## src/rtl/arb_pkg.sv

```systemverilog
// -----------------------------------------------------------------------------
// arb_pkg
//   Shared types and helpers for the four-requester round-robin arbiter.
//   - N_REQ / SEL_W : requester count and select width (tied to the 4:1 mux)
//   - arb_state_t   : arbiter FSM states
//   - req_vec_t     : one bit per requester
//   - onehot()      : owner index -> one-hot grant vector
//   - sat_inc8()    : 8-bit saturating increment for per-requester grant counters
// -----------------------------------------------------------------------------
package arb_pkg;

  localparam int N_REQ  = 4;
  localparam int SEL_W  = 2;
  localparam int GCNT_W = 8;

  typedef enum logic {
    IDLE  = 1'b0,
    GRANT = 1'b1
  } arb_state_t;

  typedef logic [N_REQ-1:0] req_vec_t;
  typedef logic [SEL_W-1:0] sel_t;

  function automatic req_vec_t onehot(input sel_t idx);
    return req_vec_t'(1) << idx;
  endfunction

  function automatic logic [GCNT_W-1:0] sat_inc8(input logic [GCNT_W-1:0] v);
    return (v == {GCNT_W{1'b1}}) ? v : v + 1'b1;
  endfunction

endpackage

```

## src/rtl/rr_pick4.sv

```systemverilog
// -----------------------------------------------------------------------------
// rr_pick4
//   Combinational rotate-and-priority-encode. Starting at ptr and walking upward
//   (wrapping 3 -> 0), returns the first requester with its bit set.
//   Ports:
//     req [3:0] in   request vector
//     ptr [1:0] in   highest-priority position for this evaluation
//     any       out  at least one request is set
//     idx [1:0] out  chosen requester (equals ptr when any=0)
// -----------------------------------------------------------------------------
module rr_pick4
  import arb_pkg::*;
(
  input  req_vec_t req,
  input  sel_t     ptr,
  output logic     any,
  output sel_t     idx
);

  sel_t cand;

  // Walk from the lowest rotated priority to the highest so the candidate
  // closest to ptr is the last one written and therefore wins.
  always_comb begin
    any  = 1'b0;
    idx  = ptr;
    cand = ptr;
    for (int k = N_REQ - 1; k >= 0; k--) begin
      cand = ptr + sel_t'(k);
      if (req[cand]) begin
        any = 1'b1;
        idx = cand;
      end
    end
  end

endmodule

```

## src/rtl/rr_arbiter_4.sv

```systemverilog
// -----------------------------------------------------------------------------
// rr_arbiter_4
//   Four-requester round-robin arbiter with a tenure limit. The registered
//   sel drives the select of the downstream 4:1 mux and is held for the whole
//   tenure of an owner. Every grant is followed by one IDLE bubble cycle.
//
//   Parameters:
//     MAX_HOLD  maximum grant tenure in cycles (>= 1) before forced release
//
//   Ports:
//     clk        in   rising-edge clock
//     rst        in   synchronous, active-high reset
//     req  [3:0] in   request lines, bit i = requester i
//     done       in   current owner ends its transfer
//     gnt  [3:0] out  one-hot grant (registered)
//     sel  [1:0] out  owner index, mux select (registered, held through IDLE)
//     gnt_valid  out  a grant is held (equals |gnt)
//     busy       out  FSM is in GRANT
//
//   Optional build macro ARB_GRANT_CNT_EN:
//     grant_cnt [31:0] out  four packed 8-bit saturating grant counters,
//                           bits [8i+7:8i] count IDLE->GRANT transitions of
//                           requester i.
// -----------------------------------------------------------------------------
module rr_arbiter_4
  import arb_pkg::*;
#(
  parameter int MAX_HOLD = 8
) (
  input  logic        clk,
  input  logic        rst,
  input  logic [3:0]  req,
  input  logic        done,
  output logic [3:0]  gnt,
  output logic [1:0]  sel,
  output logic        gnt_valid,
  output logic        busy
`ifdef ARB_GRANT_CNT_EN
  ,
  output logic [31:0] grant_cnt
`endif
);

  // Width holds MAX_HOLD-1; the counter is cleared before it could ever wrap.
  localparam int               CNT_W    = $clog2(MAX_HOLD) + 1;
  localparam logic [CNT_W-1:0] CNT_LAST = CNT_W'(MAX_HOLD - 1);

  arb_state_t       state_q,     state_d;
  req_vec_t         gnt_q,       gnt_d;
  sel_t             sel_q,       sel_d;
  logic             gnt_valid_q, gnt_valid_d;
  logic             busy_q,      busy_d;
  sel_t             rr_ptr_q,    rr_ptr_d;
  logic [CNT_W-1:0] cnt_q,       cnt_d;

  logic pick_any;
  sel_t pick_idx;
  logic release_now;

  rr_pick4 u_pick (
    .req (req),
    .ptr (rr_ptr_q),
    .any (pick_any),
    .idx (pick_idx)
  );

  // Any combination of the three release causes is one release event.
  assign release_now = done | ~req[sel_q] | (cnt_q == CNT_LAST);

  always_comb begin
    state_d     = state_q;
    gnt_d       = gnt_q;
    sel_d       = sel_q;
    gnt_valid_d = gnt_valid_q;
    busy_d      = busy_q;
    rr_ptr_d    = rr_ptr_q;
    cnt_d       = cnt_q;

    case (state_q)
      IDLE: begin
        if (pick_any) begin
          state_d     = GRANT;
          gnt_d       = onehot(pick_idx);
          sel_d       = pick_idx;
          gnt_valid_d = 1'b1;
          busy_d      = 1'b1;
          cnt_d       = '0;
        end
      end

      GRANT: begin
        if (release_now) begin
          // sel is intentionally left alone so the mux keeps its last input.
          state_d     = IDLE;
          gnt_d       = '0;
          gnt_valid_d = 1'b0;
          busy_d      = 1'b0;
          rr_ptr_d    = sel_q + 1'b1;
          cnt_d       = '0;
        end else begin
          cnt_d = cnt_q + 1'b1;
        end
      end

      default: begin
        state_d     = IDLE;
        gnt_d       = '0;
        gnt_valid_d = 1'b0;
        busy_d      = 1'b0;
        cnt_d       = '0;
      end
    endcase
  end

  always_ff @(posedge clk) begin
    if (rst) begin
      state_q     <= IDLE;
      gnt_q       <= '0;
      sel_q       <= '0;
      gnt_valid_q <= 1'b0;
      busy_q      <= 1'b0;
      rr_ptr_q    <= '0;
      cnt_q       <= '0;
    end else begin
      state_q     <= state_d;
      gnt_q       <= gnt_d;
      sel_q       <= sel_d;
      gnt_valid_q <= gnt_valid_d;
      busy_q      <= busy_d;
      rr_ptr_q    <= rr_ptr_d;
      cnt_q       <= cnt_d;
    end
  end

  assign gnt       = gnt_q;
  assign sel       = sel_q;
  assign gnt_valid = gnt_valid_q;
  assign busy      = busy_q;

`ifdef ARB_GRANT_CNT_EN
  logic [N_REQ-1:0][GCNT_W-1:0] gcnt_q;

  always_ff @(posedge clk) begin
    if (rst) begin
      gcnt_q <= '0;
    end else if (state_q == IDLE && pick_any) begin
      gcnt_q[pick_idx] <= sat_inc8(gcnt_q[pick_idx]);
    end
  end

  assign grant_cnt = gcnt_q;
`endif

endmodule

```

## config.mk

```make
export PLATFORM = sky130hd
export DESIGN_NAME = rr_arbiter_4
export DESIGN_NICKNAME = d
export VERILOG_FILES = /design/src/rtl/arb_pkg.sv /design/src/rtl/rr_pick4.sv /design/src/rtl/rr_arbiter_4.sv
export SDC_FILE = /design/constraint.sdc
export NUM_CORES = 1
export LEC_CHECK = 0
export ABC_CLOCK_PERIOD_IN_PS = 3000
export BUFFER_PORTS_ARGS = -buffer_cell sky130_fd_sc_hd__buf_4
export CAP_MARGIN = 20
export CORE_AREA = 2 2 41 50
export CTS_BUF_LIST = sky130_fd_sc_hd__clkbuf_16
export DETAILED_ROUTE_END_ITERATION = 8
export DIE_AREA = 0 0 43 52
export MAX_ROUTING_LAYER = met4
export PLACE_DENSITY_LB_ADDON = 0.1
export SLEW_MARGIN = 20
export SYNTH_ARGS = -nofsm -noshare
export SYNTH_HDL_FRONTEND = slang
export SYNTH_HIERARCHICAL = 1
export SYNTH_SLANG_ARGS = --single-unit
```

## constraint.sdc

```tcl
create_clock -name clk -period 3 [get_ports clk]
set_input_delay 0.45 -clock clk [delete_from_list [all_inputs] [get_ports clk]]
set_output_delay 0.45 -clock clk [all_outputs]
set_load 0.05 [all_outputs]
```

Yosys cells after proc, flatten, opt, wreduce, memory -nomap -nowiden. Cells that the tools add are included.

Register bits after elaboration: 14. Bits of input ports: 7. Output and inout bits: 8. Word-level logic and storage cells: 57.

$add $sub $neg: 5. Magnitude comparators: 5. Equality and inequality tests: 3. Shifts and indexed selects: 1. Muxes and demuxes: 30. Bitwise logic cells: 4. Reductions and logical operators: 3.

Operator list (number): 2-to-1 mux 4 bit (4); one-hot mux 4 bit (2 select lines) (2); less-than comparator 2 x 3 -> 1 bit (second input constant) (5); 2-to-1 mux 1 bit (13); binary-select mux 1 bit (select 2 bit) (5); 2-to-1 mux 2 bit (4); AND reduction 2 bit (3); adder 2 x 1 -> 2 bit (second input constant) (2); adder 2 bit (second input constant) (2); adder 4 x 1 -> 4 bit (second input constant) (1); equality test 4 x 3 -> 1 bit (second input constant) (1); one-hot mux 1 bit (2 select lines) (2); << shifter 1 x 2 -> 4 bit (first input constant) (1); != test 2 x 1 -> 1 bit (second input constant) (1); != test 2 bit (second input constant) (1); NOT 1 bit (2); bitwise OR 1 bit (2).

Logic depth before layout (Yosys ltp).
Depth in word-level cells: 10. Depth in mapped cells: 6. Gate-level depth less buffers: 6.

Cells and area by module. Netlist, hierarchy kept.

By module, submodules not included: rr_arbiter_4 (times used 1, cells an instance 77, area an instance 737.0 um^2); rr_pick4 (times used 1, cells an instance 16, area an instance 100.1 um^2).

Worst setup path after synthesis. No wires, ideal clock.

Path kind: input -> register. Start: input req[0]. End: register gnt_q[1] (netlist: gnt[1]). Setup time: 0.125 ns. Arrival: 1.580 ns. Required time: 2.875 ns. Setup slack: 1.295 ns. Cell stages on the path: 6. Buffers on the path: 0. Cell sequence: and2b_2 > or4_1 > nand2_1 > nand3b_1 > nor2b_1 > a211oi_2.

Word-level cells in the longest chain between the ends: 9.

Ends and longest elaborated chain: from (decl) (line rr_arbiter_4.sv:32) `input logic [3:0] req,`; binary-select mux 1 bit (select 2 bit) (line rr_pick4.sv:30) `if (req[cand]) begin`; 2-to-1 mux 1 bit (not written as such) (line rr_pick4.sv:30); 2-to-1 mux 2 bit (3 in a row) (line rr_pick4.sv:30); 2-to-1 mux 2 bit (*) (line rr_pick4.sv:30); named net pick_idx[1] (line rr_arbiter_4.sv:57) `sel_t pick_idx;`; << shifter 1 x 2 -> 4 bit (*) (line arb_pkg.sv:25) `return req_vec_t'(1) << idx;`; 2-to-1 mux 4 bit (*) (line rr_arbiter_4.sv:81) `if (pick_any) begin`; one-hot mux 4 bit (2 select lines) (*) (line rr_arbiter_4.sv:79) `case (state_q)`; to (signal assigned) (line rr_arbiter_4.sv:126) `gnt_q <= gnt_d;`; to (decl) (line rr_arbiter_4.sv:49) `req_vec_t gnt_q, gnt_d;`.

The timed path passes the listed nets; every way through them passes the cells marked *. The select of a mux whose other input is x is not followed. A chain may end at the register's enable or synchronous reset.

Worst setup path in the final report.
Start: register rr_ptr_q[0]. End: register gnt_q[1] (netlist: gnt[1]).

Word-level cells in the longest chain between the ends: 10.

Ends and longest elaborated chain: from (decl) (line rr_arbiter_4.sv:53) `sel_t rr_ptr_q, rr_ptr_d;`; from (signal assigned) (line rr_arbiter_4.sv:130) `rr_ptr_q <= rr_ptr_d;`; adder 2 bit (line rr_pick4.sv:29) `cand = ptr + sel_t'(k);`; binary-select mux 1 bit (select 2 bit) (line rr_pick4.sv:30); 2-to-1 mux 1 bit (not written as such) (line rr_pick4.sv:30); 2-to-1 mux 2 bit (3 in a row) (line rr_pick4.sv:30); 2-to-1 mux 2 bit (*) (line rr_pick4.sv:30); named net pick_idx[1] (line rr_arbiter_4.sv:57); << shifter 1 x 2 -> 4 bit (*) (line arb_pkg.sv:25); 2-to-1 mux 4 bit (*) (line rr_arbiter_4.sv:81); one-hot mux 4 bit (2 select lines) (*) (line rr_arbiter_4.sv:79).

Marks and branches as above.

==> impl_metrics.ini <==
[sta]
finClkSkew_ns = 0.00152
tightestPinTransition_ns = 0.452
rsz0062_at_grt = false
drv_slew = 0
min_period_ns = 1.79
setup_tns_ns = 0
fin_ws_ns = 1.21
relSlewSlack_pct = 69.6
fmax_mhz = 559
fin_crit_sh_pct = 59.6
hold_viol_final = 0
setup_viol = 0

[grt]
antenna_found_initial = 0
grtUsageTotal_pct = 18.6
grt_pass1_wl_mm = 2.99
grt_overflow = 0
grt_pass1_vias = 665
grt_start_max_net_pins = 17

[synth]
syn_area_per_cell_um2 = 9.00
ys_seq_area_share_pct = 33.5
ys_types = 37
synth_area_um2 = 837
synth_top_cell_by_area = dfxtp_1
syn_nets = 101
synth.area.top_cells = dfxtp_1 33%, nand2_1 4.0%, a21oi_1 3.6%
postSynthCellCount = 93
yosysWarnings = 6
ys_ff_latch = 14
synth_top_area_share_pct = 33.5

[worst_setup_path]
crit-reg2reg-launch = rr_ptr_q[0]
path_cells = and2b_2, or4_1, nand2_1, nand3b_1, nor2b_1, a211oi_2
r2r-end = gnt[1]
critical_path_class = flop to flop
worstSetupStartpoint = rr_ptr_q[0]
start_kind = flop
cp_data_required_time_ns = 3.13
critPathMaxFanout = 6
max_stage_delay_ns = 0.50
arrival_ns = 1.92
end_kind = flop
reg2reg_depth = 6
rrSetupSlack_ns = 1.21
endpoint = gnt[1]
slowest_stage = or4_1

[pwr]
switchingPower_w = 0.000184
pwr_density_cell_nw_per_um2 = 605
power.leakage_nw = 0.405
irDropWorstVdd_uv = 427
intPower_w = 0.000431
comb_power_share_pct = 22.6
sw_frac_of_total_pct = 29.9
pwr-share-clk_pct = 42.1
power_frac_seq_pct = 35.4

[floorplanning]
core_area_um2 = 1790
pin_count = 15
die_area_um2 = 2240
start_util_pct = 46.8
die_y_um = 52
fp-row-count = 17
die_w_um = 43

[route]
first_pass_iters = 4
drc = 0
num_vias = 740
wl_per_cell_um = 14.1
viasPerCell = 5.87
antenna_left = 0
routed_wl_mm = 1.78
drt_iter0_drc = 16

[clocking]
cts_tree = built
cts_buffer_depth = 2
cts_buffers = 3
cts_root_buf = clkbuf_16
clock_sinks = 14
ctsResizeCount = 0
post_cts.repair.setup_buffers = 0
path_clk_slew_ns = 0.05
clk_latency_ns = 0.25
h-tree-depth = 1
cts_hold_buf = 0

[placed_design]
io_buffer_count = 14
dp.cells = 122
gp_congestion = 0.780
pre_cts_ws_ns = 1.04
hpwl_mm = 1.29

[run]
max_cap_viol_count = 0

[status]
status = finished clean

[final_layout]
drive_above_1_share_pct = 25.2
final_cells = 126
layout_common_cells = 14 x dfxtp_1, 14 x buf_4, 9 x nand2_1
n_fill_cell = 164
antenna_cells = 0
syn_to_final_growth_pct = 21.4
nets = 116

[worst_hold_path]
hold_path_class = flop to flop
[worst min-delay path by stage]
stage / to / slack (ns) / cells after the start / from
floorplan: cnt_q[1] / 0.47 / 1 / cnt_q[1]
global placement: gnt[2] / 0.48 / 2 / gnt[2]
detailed placement: gnt[0] / 0.49 / 2 / gnt[0]
CTS: gnt[0] / 0.49 / 2 / gnt[0]
global route: busy / 0.51 / 2 / busy
finish: busy / 0.49 / 2 / busy
[power by group through the flow]
stage | Clock, W | Sequential (W) | Combinational [W]
after floorplan | 0 | 0.000240 | 0.0000852
after global placement | 0 | 0.000221 | 0.000137
after detailed placement | 0 | 0.000222 | 0.000138
after CTS | 0.000260 | 0.000218 | 0.000139
after global routing | 0.000271 | 0.000220 | 0.000153
final | 0.000259 | 0.000218 | 0.000139
[cells in the mapped netlist (all sizes together)]
cell and instances:
a211oi 3, a21oi 7, a22oi 1, a2bb2oi 1, a31oi 2, a32o 2
and2 2, and2b 4, and3b 2, buf 4, dfxtp 14, ha 1
inv 3, mux2i 4, nand2 9, nand2b 1, nand3 5, nand3b 4
nand4b 1, nor2 5, nor2b 3, nor3 2, o21ai 3, o221a 1
o31ai 4, o32ai 1, or3b 1, or4 1, xnor2 1, xor2 1
[metal layers]
metal | vias up | track usage [%] | wire [µm]
li1 | 368 | - | -
met1 | 345 | 21.1 | 756
met2 | 22 | 31.6 | 909
met3 | 5 | 4.51 | 74
met4 | 0 | 7.58 | 35
met5 | - | - | 0
[worst max-delay path, delay by kind of cell, from the launching register on]
kind / cells / cell delay [ns]
AOI/OAI and AO/OA: 1 / 0.06
DFF: 1 / 0.37
and+or+nand+nor: 5 / 1.25
[flip-flops by register name, indices dropped and copies added (netlist names)]
| signal | count |
|---|---|
| state_q | 1 |
| rr_ptr_q | 2 |
| busy | 1 |
| gnt | 4 |
| cnt_q | 4 |
| sel | 2 |
[cell type report]
class / count / area [µm²] / share of cell area (%)
repair buffers: 14 / 105 / 10.3
well taps: 19 / 23.8 / 2.34
multi-input cells: 72 / 517 / 50.9
clock inverters: 1 / 3.75 / 0.369
clock buffers: 3 / 75.1 / 7.39
inverters: 3 / 11.3 / 1.11
flip-flops and latches: 14 / 280 / 27.6
[stage by stage]
stage / hold slack [ns] / utilization [%] / power [W] / area (µm²)
after floorplan: 0.469 / - / 0.000325 / 837
after global placement: 0.477 / 52.5 / 0.000359 / 937
after detailed placement: 0.486 / 52.5 / 0.000360 / 937
after CTS: 0.493 / 56.9 / 0.000617 / 1020
after global routing: 0.510 / 56.9 / 0.000644 / 1020
final: 0.486 / 56.9 / 0.000615 / 1020
[logic make-up after synthesis]
logic type                 share of synthesized area (%)
and+or+nand+nor                                     27.5
AOI/OAI and AO/OA                                   25.0
DFF                                                 33.5
buffers and inverters                               4.78
muxes                                               5.68
xor gates and xnor gates                            2.09
adders and majority gates                           1.49
(Power assumes the default switching activity.)
